**src/rtl/codificador_pkg.sv**
```systemverilog
// Shared types and constants for the Codificador sequencer and its display scanner.
// Imported by controlador_codificador and varredura_display.
package codificador_pkg;

    typedef enum logic [1:0] {
        IDLE,
        DRIVE,
        CAPTURE,
        FINISH
    } state_t;

    localparam int   DATA_W_DEFAULT    = 4;
    localparam logic ENC_RESET_RST     = 1'b1;
    localparam int   DIGIT_SEL_RST_IDX = 0;

endpackage

```
**src/rtl/varredura_display.sv**
```systemverilog
// Free-running digit scanner: holds each digit for SCAN_DIV cycles, then rotates the
// one-hot select and muxes the matching display-buffer entry onto the shared decoder.
module varredura_display
    import codificador_pkg::*;
#(
    parameter int NUM_DIGITS = 4,
    parameter int DATA_W     = DATA_W_DEFAULT,
    parameter int SCAN_DIV   = 1000
) (
    input  logic                         i_clk,
    input  logic                         i_rst,
    input  logic [NUM_DIGITS*DATA_W-1:0] i_displayBuf,
    output logic [DATA_W-1:0]            o_segCode,
    output logic [NUM_DIGITS-1:0]        o_digitSel
);

    localparam int CNT_W = (SCAN_DIV > 1) ? $clog2(SCAN_DIV) : 1;
    localparam int IDX_W = (NUM_DIGITS > 1) ? $clog2(NUM_DIGITS) : 1;
    localparam logic [CNT_W-1:0] CNT_LAST = CNT_W'(SCAN_DIV - 1);
    localparam logic [IDX_W-1:0] IDX_LAST = IDX_W'(NUM_DIGITS - 1);

    logic [CNT_W-1:0] r_scanCnt;
    logic [IDX_W-1:0] r_scanIdx;

    // With SCAN_DIV=1 the counter is pinned at its last value, so the digit advances every cycle.
    always_ff @(posedge i_clk or posedge i_rst) begin
        if (i_rst) begin
            r_scanCnt <= '0;
            r_scanIdx <= IDX_W'(DIGIT_SEL_RST_IDX);
        end else if (r_scanCnt == CNT_LAST) begin
            r_scanCnt <= '0;
            r_scanIdx <= (r_scanIdx == IDX_LAST) ? '0 : r_scanIdx + IDX_W'(1);
        end else begin
            r_scanCnt <= r_scanCnt + CNT_W'(1);
        end
    end

    always_comb begin
        o_digitSel = NUM_DIGITS'(1) << r_scanIdx;
        o_segCode  = i_displayBuf[int'(r_scanIdx)*DATA_W +: DATA_W];
    end

endmodule

```
**src/rtl/controlador_codificador.sv**
```systemverilog
// Batch sequencer for the Codificador: encodes NUM_DIGITS codes one at a time into a
// shadow buffer, commits them atomically to the display buffer and drives the scanner.
module controlador_codificador
    import codificador_pkg::*;
#(
    parameter int NUM_DIGITS = 4,
    parameter int DATA_W     = DATA_W_DEFAULT,
    parameter int SCAN_DIV   = 1000
) (
    input  logic                         i_clk,
    input  logic                         i_rst,
    input  logic                         i_load,
    input  logic [NUM_DIGITS*DATA_W-1:0] i_loadData,
    output logic                         o_busy,
    output logic                         o_done,
    output logic [DATA_W-1:0]            o_encInput,
    output logic                         o_encReady,
    output logic                         o_encReset,
    input  logic [DATA_W-1:0]            i_encOutput,
    output logic [DATA_W-1:0]            o_segCode,
    output logic [NUM_DIGITS-1:0]        o_digitSel
);

    localparam int IDX_W = (NUM_DIGITS > 1) ? $clog2(NUM_DIGITS) : 1;
    localparam logic [IDX_W-1:0] IDX_LAST = IDX_W'(NUM_DIGITS - 1);

    state_t                       r_state;
    logic [IDX_W-1:0]             r_index;
    logic [NUM_DIGITS*DATA_W-1:0] r_inputBuf;
    logic [NUM_DIGITS*DATA_W-1:0] r_shadow;
    logic [NUM_DIGITS*DATA_W-1:0] r_display;
    logic                         r_busy;
    logic                         r_done;
    logic [DATA_W-1:0]            r_encInput;
    logic                         r_encReady;
    logic                         r_encReset;

    // Outputs are registered alongside the state they belong to, so each transition
    // sets the drive values for the state being entered.
    always_ff @(posedge i_clk or posedge i_rst) begin
        if (i_rst) begin
            r_state    <= IDLE;
            r_index    <= '0;
            r_inputBuf <= '0;
            r_shadow   <= '0;
            r_display  <= '0;
            r_busy     <= 1'b0;
            r_done     <= 1'b0;
            r_encInput <= '0;
            r_encReady <= 1'b0;
            r_encReset <= ENC_RESET_RST;
        end else begin
            case (r_state)
                IDLE: begin
                    if (i_load) begin
                        r_inputBuf <= i_loadData;
                        r_index    <= '0;
                        r_state    <= DRIVE;
                        r_busy     <= 1'b1;
                        r_encInput <= i_loadData[0 +: DATA_W];
                        r_encReady <= 1'b1;
                        r_encReset <= 1'b0;
                    end
                end
                DRIVE: begin
                    r_state <= CAPTURE;
                end
                CAPTURE: begin
                    r_shadow[int'(r_index)*DATA_W +: DATA_W] <= i_encOutput;
                    if (r_index == IDX_LAST) begin
                        r_state    <= FINISH;
                        r_done     <= 1'b1;
                        r_encInput <= '0;
                        r_encReady <= 1'b0;
                        r_encReset <= 1'b1;
                    end else begin
                        r_index    <= r_index + IDX_W'(1);
                        r_state    <= DRIVE;
                        r_encInput <= r_inputBuf[(int'(r_index) + 1)*DATA_W +: DATA_W];
                    end
                end
                FINISH: begin
                    r_display <= r_shadow;
                    r_state   <= IDLE;
                    r_done    <= 1'b0;
                    r_busy    <= 1'b0;
                end
                default: begin
                    r_state <= IDLE;
                end
            endcase
        end
    end

    assign o_busy     = r_busy;
    assign o_done     = r_done;
    assign o_encInput = r_encInput;
    assign o_encReady = r_encReady;
    assign o_encReset = r_encReset;

    varredura_display #(
        .NUM_DIGITS (NUM_DIGITS),
        .DATA_W     (DATA_W),
        .SCAN_DIV   (SCAN_DIV)
    ) u_varredura (
        .i_clk        (i_clk),
        .i_rst        (i_rst),
        .i_displayBuf (r_display),
        .o_segCode    (o_segCode),
        .o_digitSel   (o_digitSel)
    );

endmodule

```
**config.mk**
```make
export PLATFORM = sky130hd
export DESIGN_NAME = controlador_codificador
export DESIGN_NICKNAME = d
export VERILOG_FILES = /design/src/rtl/codificador_pkg.sv /design/src/rtl/varredura_display.sv /design/src/rtl/controlador_codificador.sv
export SDC_FILE = /design/constraint.sdc
export NUM_CORES = 1
export LEC_CHECK = 0
export BUFFER_PORTS_ARGS = -buffer_cell sky130_fd_sc_hd__buf_4
export CAP_MARGIN = 20
export CORE_ASPECT_RATIO = 0.9
export CORE_UTILIZATION = 55
export DETAILED_ROUTE_END_ITERATION = 16
export PLACE_DENSITY = 0.75
export SLEW_MARGIN = 0
export SYNTH_ARGS = -nofsm -noshare
export SYNTH_HDL_FRONTEND = slang
export SYNTH_SLANG_ARGS = --single-unit
export TNS_END_PERCENT = 20
```
**constraint.sdc**
```tcl
create_clock -name i_clk -period 2.7 [get_ports i_clk]
set_input_delay 0.27 -clock i_clk [delete_from_list [all_inputs] [get_ports i_clk]]
set_output_delay 0.27 -clock i_clk [all_outputs]
set_load 0.05 [all_outputs]
```
---- Word level (Yosys, flattened, before mapping) ----
Index checks and enable logic that the tools add are counted.
word-level totals
  register bits ........................... 72
  word-level logic and storage cells ...... 61
  output and inout bits ................... 16
operators by class
  equality and inequality tests ........... 9
  add/sub/neg operators ................... 5
  multiplexer cells ....................... 20
  shifts and indexed selects .............. 5
  reductions and logical operators ........ 10
operator list
  kind                     number
  $neg 4->33               1
  $shift 4x33->16 const A  1
  $shiftx 4x33->16         1
  $bwmux 16                1
  $shiftx 16x5->4          1
  $shiftx 16x6->4          1
  $add 10x1->10 const B    1
  $eq 10x10->1 const B     1
  $mux 10                  1
  $mux 2                   5
  $eq 2x2->1 const B       4
  $mux 4                   2
  $pmux 1 s2               4
  $pmux 2 s4               1
  $pmux 4 s2               1
  $reduce_and 2->1         4
  $ne 2x2->1 const B       3
  $reduce_and 3->1         2
  $reduce_bool 2->1        3
  $add 2x1->2 const B      2
  $mux 1                   4
  $pmux 2 s2               1
  $shl 1x2->4 const A      1
  $add 2x1->3 const B      1
  other kinds (2)          2

---- Logic depth before layout (Yosys ltp) ----
Gate-level depths: netlist of run 1.
  depth after elaboration ................. 4
  depth in mapped cells ................... 7

---- By module ----
Synthesis of run 1 repeated with hierarchy kept, for this count alone.
unflattened totals
  cells, all modules ...................... 242
  area total of the unflattened synthesis .. 3123.0 um^2
by module, submodules not included
  module                   times used  sequential area each (um^2)  cells an instance  area an instance (um^2)
  controlador_codificador  1           1402.6                       179                2393.5
  varredura_display        1           300.3                        63                 729.4

---- Least setup slack after synthesis of run 1 ----
Ideal clock, no wire load.
  path type ............................... register to register
  start ................................... register r_index[0]
  end ..................................... register r_shadow[0]
  library setup time ...................... 66 ps
  cell stages (with the launch flop) ...... 6
  arrival time ............................ 1638 ps
  setup slack ............................. 996 ps
  clock period less this slack ............ 1704 ps
  path buffers ............................ 1
  required time ........................... 2634 ps
  cells stage by stage .................... dfrtp_1 buf_2 inv_1 ha_1 nor4b_4 a22o_1
between the ends
  longest elaborated chain between the ends .. 3
  elaborated cells between the ends (all ways) .. 4
RTL lines
  what                                                        RTL line                       source
  from (decl)                                                 controlador_codificador.sv:28  logic [IDX_W-1:0] r_index;
  from (signal assigned)                                      controlador_codificador.sv:77  r_index <= r_index + IDX_W'(1);
  $neg 4->33 (*)                                              controlador_codificador.sv:69  r_shadow[int'(r_index)*DATA_W +: DATA_W] <= i_encOutput;
  $shiftx 4x33->16 / $shift 4x33->16 (equally long branches)  controlador_codificador.sv:69
  $bwmux 16 (*)                                               controlador_codificador.sv:69
  to (signal, indexed assignment)                             controlador_codificador.sv:69
  to (decl)                                                   controlador_codificador.sv:30  logic [NUM_DIGITS*DATA_W-1:0] r_shadow;
Every way passes the cells marked *; elsewhere a longest branch is shown, timed or not.
A chain may end at the register's enable or synchronous reset.

---- Worst setup path in the final report of run 1 ----
  start ................................... register r_index[0]
  end ..................................... register r_shadow[7]
The elaborated chain is that of the path after synthesis.

==> out/qor.txt, run 1 <==
Die Ht -> 73.4 µm
Placement Cell Area -> 3430 µm²
wire length on met1 -> 2670 µm
ANT nets after route -> 0
vias in the first global route -> 1,964
gp weighted congestion -> 0.784
DR iter-0 viols -> 99
met3 wire len -> 288 µm
initial antenna violation count -> 0
DIE AREA -> 5960 µm²
Leak -> 1.70 nW
GR Util All Layers -> 22.3%
Seq cells post-synth -> 68
initial core utilization -> 58.2%
WL/cell -> 15.6 µm
f_max -> 0.479 GHz
IO Count -> 39
async set-or-reset flop fraction in the synthesized netlist -> 100%
Routed WL -> 5640 µm
sequential fraction of the synthesis area -> 54.7%
pre-CTS setup slack -> 645 ps
DR vias/cell -> 5.58
worst setup slack after layout -> 614 ps
Synth Warn # -> 0
DRT Pass-1 Iters -> 4
Max-Cap Viols -> 0
synthesized area per cell -> 12.6 µm²
detailed placer's ending HPWL -> 3760 µm
crit path cell chain -> inv_1 > ha_1 > and3_1 > nand2_1 > o21ai_0
Worst Tran Pin Value -> 848 ps
drt drc -> 0
die width -> 81.3 µm
P&R area growth vs syn -> 17.5%
status -> finished, final reports clean
final setup fails -> 0
Mapped Cells -> 247
Clock Latency Late Sink -> 350 ps
Net Count, Synth -> 281
CP endpoint kind -> register
largest net degree at the start of global routing -> 69
CTS tree -> done
final net count -> 323
startpoint class of the critical path -> register
Root Buffer -> clkbuf_8
CP max FO -> 13
Max Used Layer -> met4
worst hold path class -> in2reg
number of flops mapped to enable cells by yosys -> 0
vias -> 2,013
met2 WL -> 2600 µm
Slew Viols, Final -> 0
Slowest-stage cell, CP -> dfrtp_1
aggregate global routing overflow -> 0
final hold slack -> 150 ps
Sink Count -> 68
Final Util -> 68.4%
deepest clock path buffer count -> 2
worst setup path class -> reg2reg
Main synth FF type -> dfrtp_1
min Tclk post-route -> 2090 ps
Post-CTS Hold Buffers -> 0
fin area -> 3660 µm²
H-tree Lvls -> 3
clk_skew -> 7.26 ps
Setup Buffers After CTS -> 0
# rows -> 25
final worst path period share -> 77.3%
gate family responsible for the most delay along the worst path -> flip-flops
setup_tns -> 0 ps
Pwr per Cell Area -> 1030 nW/µm²
slew margin rel. -> 43.5%
Worst path max stage delay -> 670 ps
WP data arrival -> 2350 ps
share of layout cells above drive strength 1 -> 34.4%
Distinct cells, synth -> 41
Synth Cell Area -> 3110 µm²
VDD IR-drop max -> 0.833 mV
Bufs and invs on worst path -> 1
Core Region -> 5350 µm²
Antenna diodes -> 0
first-pass GRT wire length -> 9570 µm
# resized after CTS -> 0
unrepaired setup endpoints after global routing -> no
Inserted Clock Buffers -> 9
Reg clk slew, reported paths -> 80 ps
IO buf count -> 38
data required time of the worst path -> 2960 ps
Fin. Hold Viols -> 0
-- worst paths after layout --
kind                       cells past startpoint                    start                          to  slack [ps]
max                                            5   r_index[0]$_DFFE_PP0P_     r_shadow[7]$_DFFE_PP0P_         610
min                                            2            i_loadData[4]   r_inputBuf[4]$_DFFE_PP0P_         150
max reg2reg                                    5   r_index[0]$_DFFE_PP0P_     r_shadow[7]$_DFFE_PP0P_         610
min reg2reg                                    2  r_shadow[4]$_DFFE_PP0P_     r_shadow[4]$_DFFE_PP0P_         490
max in group asynchronous                      3                    i_rst    r_display[9]$_DFFE_PP0P_        1980
min in group asynchronous                      3                    i_rst  r_inputBuf[11]$_DFFE_PP0P_         180
-- logic make-up after synthesis --
logic type	share of synthesized area [%]
adder cells (fa/ha/maj)	4.42
AO/OA/AOI/OAI	9.41
AND/OR/NAND/NOR	11.4
XOR/XNOR	1.41
multiplexers	16.0
buffers and inverters	2.61
flip-flops	54.7
-- worst register-to-register path, delay by kind of cell (launching register included) --
family | cells | cell delay, ps
AO/OA/AOI/OAI | 1 | 190
adder cells (fa/ha/maj) | 1 | 510
buffers and inverters | 1 | 250
flip-flops | 1 | 670
AND/OR/NAND/NOR | 2 | 380
-- synth_stat cells, types with 3 or more instances --
cell type	number	area, µm²
a22o_1	8	70.1
xor2_1	4	35.0
ha_1	11	138
dfrtp_1	67	1680
o2bb2ai_1	4	35.0
mux2_2	30	338
mux4_2	4	90.1
mux2i_1	4	40.0
nand2_1	21	78.8
buf_2	5	25.0
a21oi_1	9	45.0
a22oi_1	5	37.5
nor2_1	19	71.3
nor2b_1	3	18.8
inv_1	7	26.3
nand3_1	5	25.0
o21ai_0	9	45.0
-- metrics by stage --
stage,std cells,power [mW]
3_3_place_gp,345,2.81
3_5_place_dp,345,2.86
6_report,361,3.78
4_1_cts,361,3.80
2_1_floorplan,247,2.56
5_1_grt,361,4.01
-- report_power, final --
| part | switching (mW) | internal, mW |
|---|---|---|
| clock network | 0.408 | 0.526 |
| registers | 0.268 | 1.35 |
| logic | 0.669 | 0.554 |
-- sequential cells by signal, indices dropped and copies added, names as in the netlist --
| signal | count |
|---|---|
| r_display | 16 |
| r_shadow | 16 |
| r_inputBuf | 12 |
| u_varredura.r_scanCnt | 10 |
| o_encInput | 4 |
| r_index | 2 |
| r_state | 2 |
| u_varredura.r_scanIdx | 2 |
| o_busy | 1 |
| o_done | 1 |
| o_encReady | 1 |
| o_encReset | 1 |
-- cells in the final DEF (no fill, tap or decap), types with 2 or more instances in the layout --
master	n
xor2_1	4
nand3_1	5
clkbuf_8	9
nand2_1	21
mux2i_1	4
nand2b_1	2
a31oi_1	2
nor2_2	2
a22oi_1	5
nor4b_4	2
o21ai_0	9
a21oi_1	9
ha_1	11
dfrtp_1	67
mux2_2	30
nor2_1	19
inv_1	6
o22ai_1	2
a22o_1	8
mux4_2	4
o2bb2ai_1	4
inv_6	2
and3_1	2
bufinv_16	2
nor2b_1	3
buf_4	39
mux2_4	2
-- layer usage --
layer	up-vias	track usage, %
li1	965	-
met1	994	30.7
met2	48	32.7
met3	6	8.20
met4	0	7.54
met5	-	0
-- layout make-up --
cell class,instances,area (µm²)
well taps,67,83.8
fillers,414,1690
clock buffers,9,124
clock inverters,7,98.8
multi-input cells,164,1330
inverters,7,26.3
flip-flops and latches,68,1700
repair buffers,39,293
Power figures use the tool's default switching activity.
==> run 2: changes to the inputs <==
--- a/config.mk
+++ b/config.mk
@@ -8,7 +8,7 @@
 export BUFFER_PORTS_ARGS = -buffer_cell sky130_fd_sc_hd__buf_4
 export CAP_MARGIN = 20
 export CORE_ASPECT_RATIO = 0.9
-export CORE_UTILIZATION = 55
+export CORE_UTILIZATION = 52
 export DETAILED_ROUTE_END_ITERATION = 16
 export PLACE_DENSITY = 0.75
 export SLEW_MARGIN = 0
==> constraint.sdc (replaced) <==
create_clock -name i_clk -period 1.75 [get_ports i_clk]
set_input_delay 0.175 -clock i_clk [delete_from_list [all_inputs] [get_ports i_clk]]
set_output_delay 0.175 -clock i_clk [all_outputs]
set_load 0.05 [all_outputs]
==> run 2 against run 1 <==
First-iteration DRC count is 1.0% higher. Clock skew is 4.6 ps higher. Worst hold slack worse by 94 ps. Sequential power is 48% higher. Combinational power is 69% higher. Global-route usage is 2.0 points lower. Routed wire length is 1.8% lower. Setup slack worse by 590 ps. Clock power is 48% higher. Critical path depth is 3 lower. Power is 54% higher.
==> out/qor.txt, run 2 (synthesis gave the netlist of run 1 again) <==
startpoint class of the critical path -> register
first-pass GRT wire length -> 9650 µm
most common cell after layout, fill and taps aside -> dfrtp_1
share of layout cells above drive strength 1 -> 36.5%
detailed placer's ending HPWL -> 3830 µm
CP endpoint kind -> primary output
gp weighted congestion -> 0.848
WL/cell -> 14.8 µm
P&R area growth vs syn -> 21.0%
ANT nets after route -> 0
met2 usage -> 32.7%
area of the multi-input gates -> 1330 µm²
VDD IR-drop max -> 1.17 mV
largest net degree at the start of global routing -> 69
final setup fails -> 0
final net count -> 333
initial antenna violation count -> 0
worst setup path class -> reg2out
DRT Pass-1 Iters -> 6
Inserted Clock Buffers -> 9
Antenna diodes -> 0
Max-Cap Viols -> 0
Clock Latency Late Sink -> 340 ps
die width -> 83.5 µm
DIE AREA -> 6300 µm²
Pwr per Cell Area -> 1550 nW/µm²
f_max -> 0.581 GHz
worst hold path class -> in2reg
Die Ht -> 75.4 µm
Reg area -> 1700 µm²
status -> finished, final reports clean
DR vias/cell -> 5.42
IO buf count -> 38
aggregate global routing overflow -> 0
Worst Tran Pin Value -> 410 ps
met1 Use GR -> 26.1%
unrepaired setup endpoints after global routing -> yes
setup_tns -> 0 ps
Final Util -> 65.8%
WP data arrival -> 1550 ps
slew margin rel. -> 72.6%
IO Count -> 39
Core Region -> 5730 µm²
most frequent cells in the layout -> dfrtp_1, buf_4, mux2_2, nand2_1, nor2_1
vias in the first global route -> 2,071
Leak -> 1.74 nW
H-tree Lvls -> 3
Sink Count -> 68
M3 GR Usage -> 7.26%
# rows -> 26
Reg clk slew, reported paths -> 80 ps
Fin. Hold Viols -> 0
deepest clock path buffer count -> 2
GR Util All Layers -> 20.3%
initial core utilization -> 54.3%
vias -> 2,027
clk_skew -> 11.9 ps
min Tclk post-route -> 1720 ps
data required time of the worst path -> 1570 ps
DR iter-0 viols -> 100
Root Buffer -> clkbuf_8
Layout fillers -> 445
GR peak layer -> met2
Routed WL -> 5540 µm
Slew Viols, Final -> 0
CTS tree -> done
CP max FO -> 6
Regs by FF count -> r_display x16, r_shadow x16, r_inputBuf x12
final worst path period share -> 98.4%
drt drc -> 0
[run 2: changes by cell type in the layout (fill, tap and decap cells not counted), sizes merged]
cell,delta
buf,+9
clkbuf,+1
clkinvlp,+2
dlygate4sd3,+1
inv,-3
[run 2: report_power, final]
part / leakage, nW / internal [mW] / switching, mW
clock: 0.102 / 0.802 / 0.575
combinational: 0.788 / 0.933 / 1.12
sequential: 0.853 / 2.09 / 0.301
total: 1.74 / 3.83 / 2.00
[run 2: per-layer routing]
layer	routed length, µm	vias up	part of all wire (%)
met4	80	0	1.4
li1	-	982	-
met2	2540	55	46
met1	2630	976	47
met3	293	14	5.3
met5	0	-	0
[run 2: stage by stage]
step	hold slack (ps)	setup slack (ps)	std cells	power [mW]	cell area (µm²)
detailed placement	303	110	355	4.47	3510
global placement	301	195	355	4.40	3510
global route	41.6	-28.5	374	6.24	3760
finish	55.8	27.8	374	5.83	3760
CTS	41.0	5.64	374	5.88	3760
floorplan	308	46.1	247	3.94	3120
[run 2: worst max-delay path: stages, from the launching register on]
cell and delay (ps):
dfrtp_2 480, mux4_2 550, buf_6 170
[run 2: timing repair]
item / in CTS / in global routing
endpoints found under the setup margin: 4 / 6
hold buffers: 1 / 0
resized for setup: 3 / 3
setup buffers: 2 / 0
endpoints found under the hold margin: 67 / 0
[run 2: path summary, 6_finish.rpt]
check	start	end	slack [ps]	cells past startpoint
hold reg to reg	r_shadow[8]$_DFFE_PP0P_	r_shadow[8]$_DFFE_PP0P_	480	2
setup / recovery	u_varredura.r_scanIdx[0]$_DFFE_PP0N_	o_segCode[3]	30	2
hold / removal	i_loadData[6]	r_inputBuf[6]$_DFFE_PP0P_	60	2
max in group asynchronous	i_rst	o_encReset$_DFFE_PP1P_	940	4
min in group asynchronous	i_rst	r_inputBuf[12]$_DFFE_PP0P_	480	4
setup reg to reg	u_varredura.r_scanCnt[0]$_DFF_PP0_	u_varredura.r_scanIdx[0]$_DFFE_PP0N_	100	5
[run 2: area by class of cell]
class,count,area share (%)
clock inverters,6,2.36
inverters,7,0.798
repair buffers,49,10.6
flip-flops and latches,68,45.3
multi-input cells,164,35.3
well taps,70,2.33
clock buffers,10,3.39
==> run 3: changes to the inputs <==
--- a/config.mk
+++ b/config.mk
@@ -5,12 +5,14 @@
 export SDC_FILE = /design/constraint.sdc
 export NUM_CORES = 1
 export LEC_CHECK = 0
+export ABC_AREA = 0
 export BUFFER_PORTS_ARGS = -buffer_cell sky130_fd_sc_hd__buf_4
 export CAP_MARGIN = 20
 export CORE_ASPECT_RATIO = 0.9
 export CORE_UTILIZATION = 52
 export DETAILED_ROUTE_END_ITERATION = 16
 export PLACE_DENSITY = 0.75
+export RECOVER_POWER = 25
 export SLEW_MARGIN = 0
 export SYNTH_ARGS = -nofsm -noshare
 export SYNTH_HDL_FRONTEND = slang
==> run 3 against run 2 <==
Cell area is 0.43% lower. Flip-flop and latch count did not move. Sequential power barely moved. Register-to-register slack about the same. Combinational power hardly changed. Critical path type unchanged. Largest power group unchanged. Highest routed layer unchanged.
==> out/qor.txt, run 3 (synthesis gave the netlist of run 1 again) <==
status -> finished, final reports clean
final worst path period share -> 98.3%
P&R area growth vs syn -> 20.5%
CP endpoint kind -> primary output
worst setup path class -> reg2out
f_max -> 0.582 GHz
initial antenna violation count -> 0
gp weighted congestion -> 0.848
deepest clock path buffer count -> 2
data required time of the worst path -> 1570 ps
startpoint class of the critical path -> register
IO buf count -> 38
Slew Viols, Final -> 0
ANT nets after route -> 0
most frequent cells in the layout -> dfrtp_1, buf_4, mux2_2, nand2_1, nor2_1
pre-CTS setup slack -> 110 ps
Worst Hold End -> r_inputBuf[6]$_DFFE_PP0P_
VDD IR-drop max -> 1.17 mV
Pwr per Cell Area -> 1550 nW/µm²
Leak -> 1.73 nW
min Tclk post-route -> 1720 ps
min-delay src -> i_loadData[6]
DR iter-0 viols -> 96
setup slack, reg-to-reg -> 110 ps
CTS tree -> done
initial core utilization -> 54.3%
Final Util -> 65.5%
drt drc -> 0
IO Count -> 39
final setup fails -> 0
vias in the first global route -> 2,071
Die Ht -> 75.4 µm
DRT Pass-1 Iters -> 4
CP max FO -> 6
R2R cell count -> 5
final net count -> 333
Sink Count -> 68
WHS Path Cells -> 2
Inserted Clock Buffers -> 9
GR Util All Layers -> 20.3%
DIE AREA -> 6300 µm²
dpl cells -> 355
Clock Latency Late Sink -> 340 ps
share of layout cells above drive strength 1 -> 36.2%
most common cell after layout, fill and taps aside -> dfrtp_1
first-pass GRT wire length -> 9650 µm
H-tree Lvls -> 3
Max-Cap Viols -> 0
clk_skew -> 11.3 ps
Reg clk slew, reported paths -> 80 ps
Worst Tran Pin Value -> 885 ps
largest net degree at the start of global routing -> 69
detailed placer's ending HPWL -> 3830 µm
DR vias/cell -> 5.42
RR Endpoint -> u_varredura.r_scanIdx[1]$_DFFE_PP0N_
setup_tns -> 0 ps
WP data arrival -> 1540 ps
final hold slack -> 55.2 ps
Fin. Hold Viols -> 0
Final Non-Filler Cells -> 374
slew margin rel. -> 41.0%
Routed WL -> 5540 µm
Core Region -> 5730 µm²
vias -> 2,027
unrepaired setup endpoints after global routing -> yes
FF-to-FF Start -> u_varredura.r_scanCnt[0]$_DFF_PP0_
die width -> 83.5 µm
WL/cell -> 14.8 µm
worst setup slack after layout -> 30.4 ps
Regs by FF count -> r_display x16, r_shadow x16, r_inputBuf x12
aggregate global routing overflow -> 0
# rows -> 26
Antenna diodes -> 0
worst hold path class -> in2reg
Root Buffer -> clkbuf_8
-- run 3: area by class of cell --
type	count	area [µm²]
multi-input cells	164	1330
fillers	449	1980
clock buffers	10	128
well taps	70	87.6
inverters	7	30.0
repair buffers	49	382
flip-flops and latches	68	1700
clock inverters	6	88.8
-- run 3: metal layers --
layer / part of all wire [%] / vias up / GRT usage (%)
li1: - / 980 / -
met5: 0 / - / 0
met2: 46 / 58 / 32.7
met3: 5.7 / 14 / 7.26
met1: 47 / 975 / 26.1
met4: 1.4 / 0 / 7.34
-- run 3: report_power, final --
group | switching (mW) | internal [mW] | leakage, nW
sequential | 0.301 | 2.09 | 0.853
clock | 0.578 | 0.802 | 0.102
combinational | 1.12 | 0.929 | 0.779
total | 2.00 | 3.82 | 1.73
-- run 3: critical path, stage by stage, from the launching register on --
cell and delay, ps:
dfrtp_2 480, mux4_2 550, buf_6 170
-- run 3: per-stage QoR --
stage / cell area [µm²] / power, mW
after global routing: 3750 / 6.23
after detailed placement: 3510 / 4.47
final: 3750 / 5.82
after floorplan: 3120 / 3.94
after global placement: 3510 / 4.40
after CTS: 3760 / 5.88
-- run 3: worst max path at each step --
stage	from	to	slack [ps]	cells after the start
detailed placement	u_varredura.r_scanCnt[0]$_DFF_PP0_	u_varredura.r_scanIdx[1]$_DFFE_PP0N_	110	5
global route	u_varredura.r_scanIdx[0]$_DFFE_PP0N_	o_segCode[3]	-30	2
floorplan	r_index[0]$_DFFE_PP0P_	r_shadow[0]$_DFFE_PP0P_	50	5
CTS	u_varredura.r_scanIdx[0]$_DFFE_PP0N_	o_segCode[3]	6	2
finish	u_varredura.r_scanIdx[0]$_DFFE_PP0N_	o_segCode[3]	30	2
global placement	u_varredura.r_scanCnt[0]$_DFF_PP0_	u_varredura.r_scanIdx[0]$_DFFE_PP0N_	190	5
-- run 3: timing repair --
item / CTS / global route
setup endpoints to repair: 4 / 6
endpoints found under the hold margin: 67 / 0
cloned: 0 / 0
buffers inserted: 2 / 0
hold buffers: 1 / 0
gates resized for setup: 3 / 3
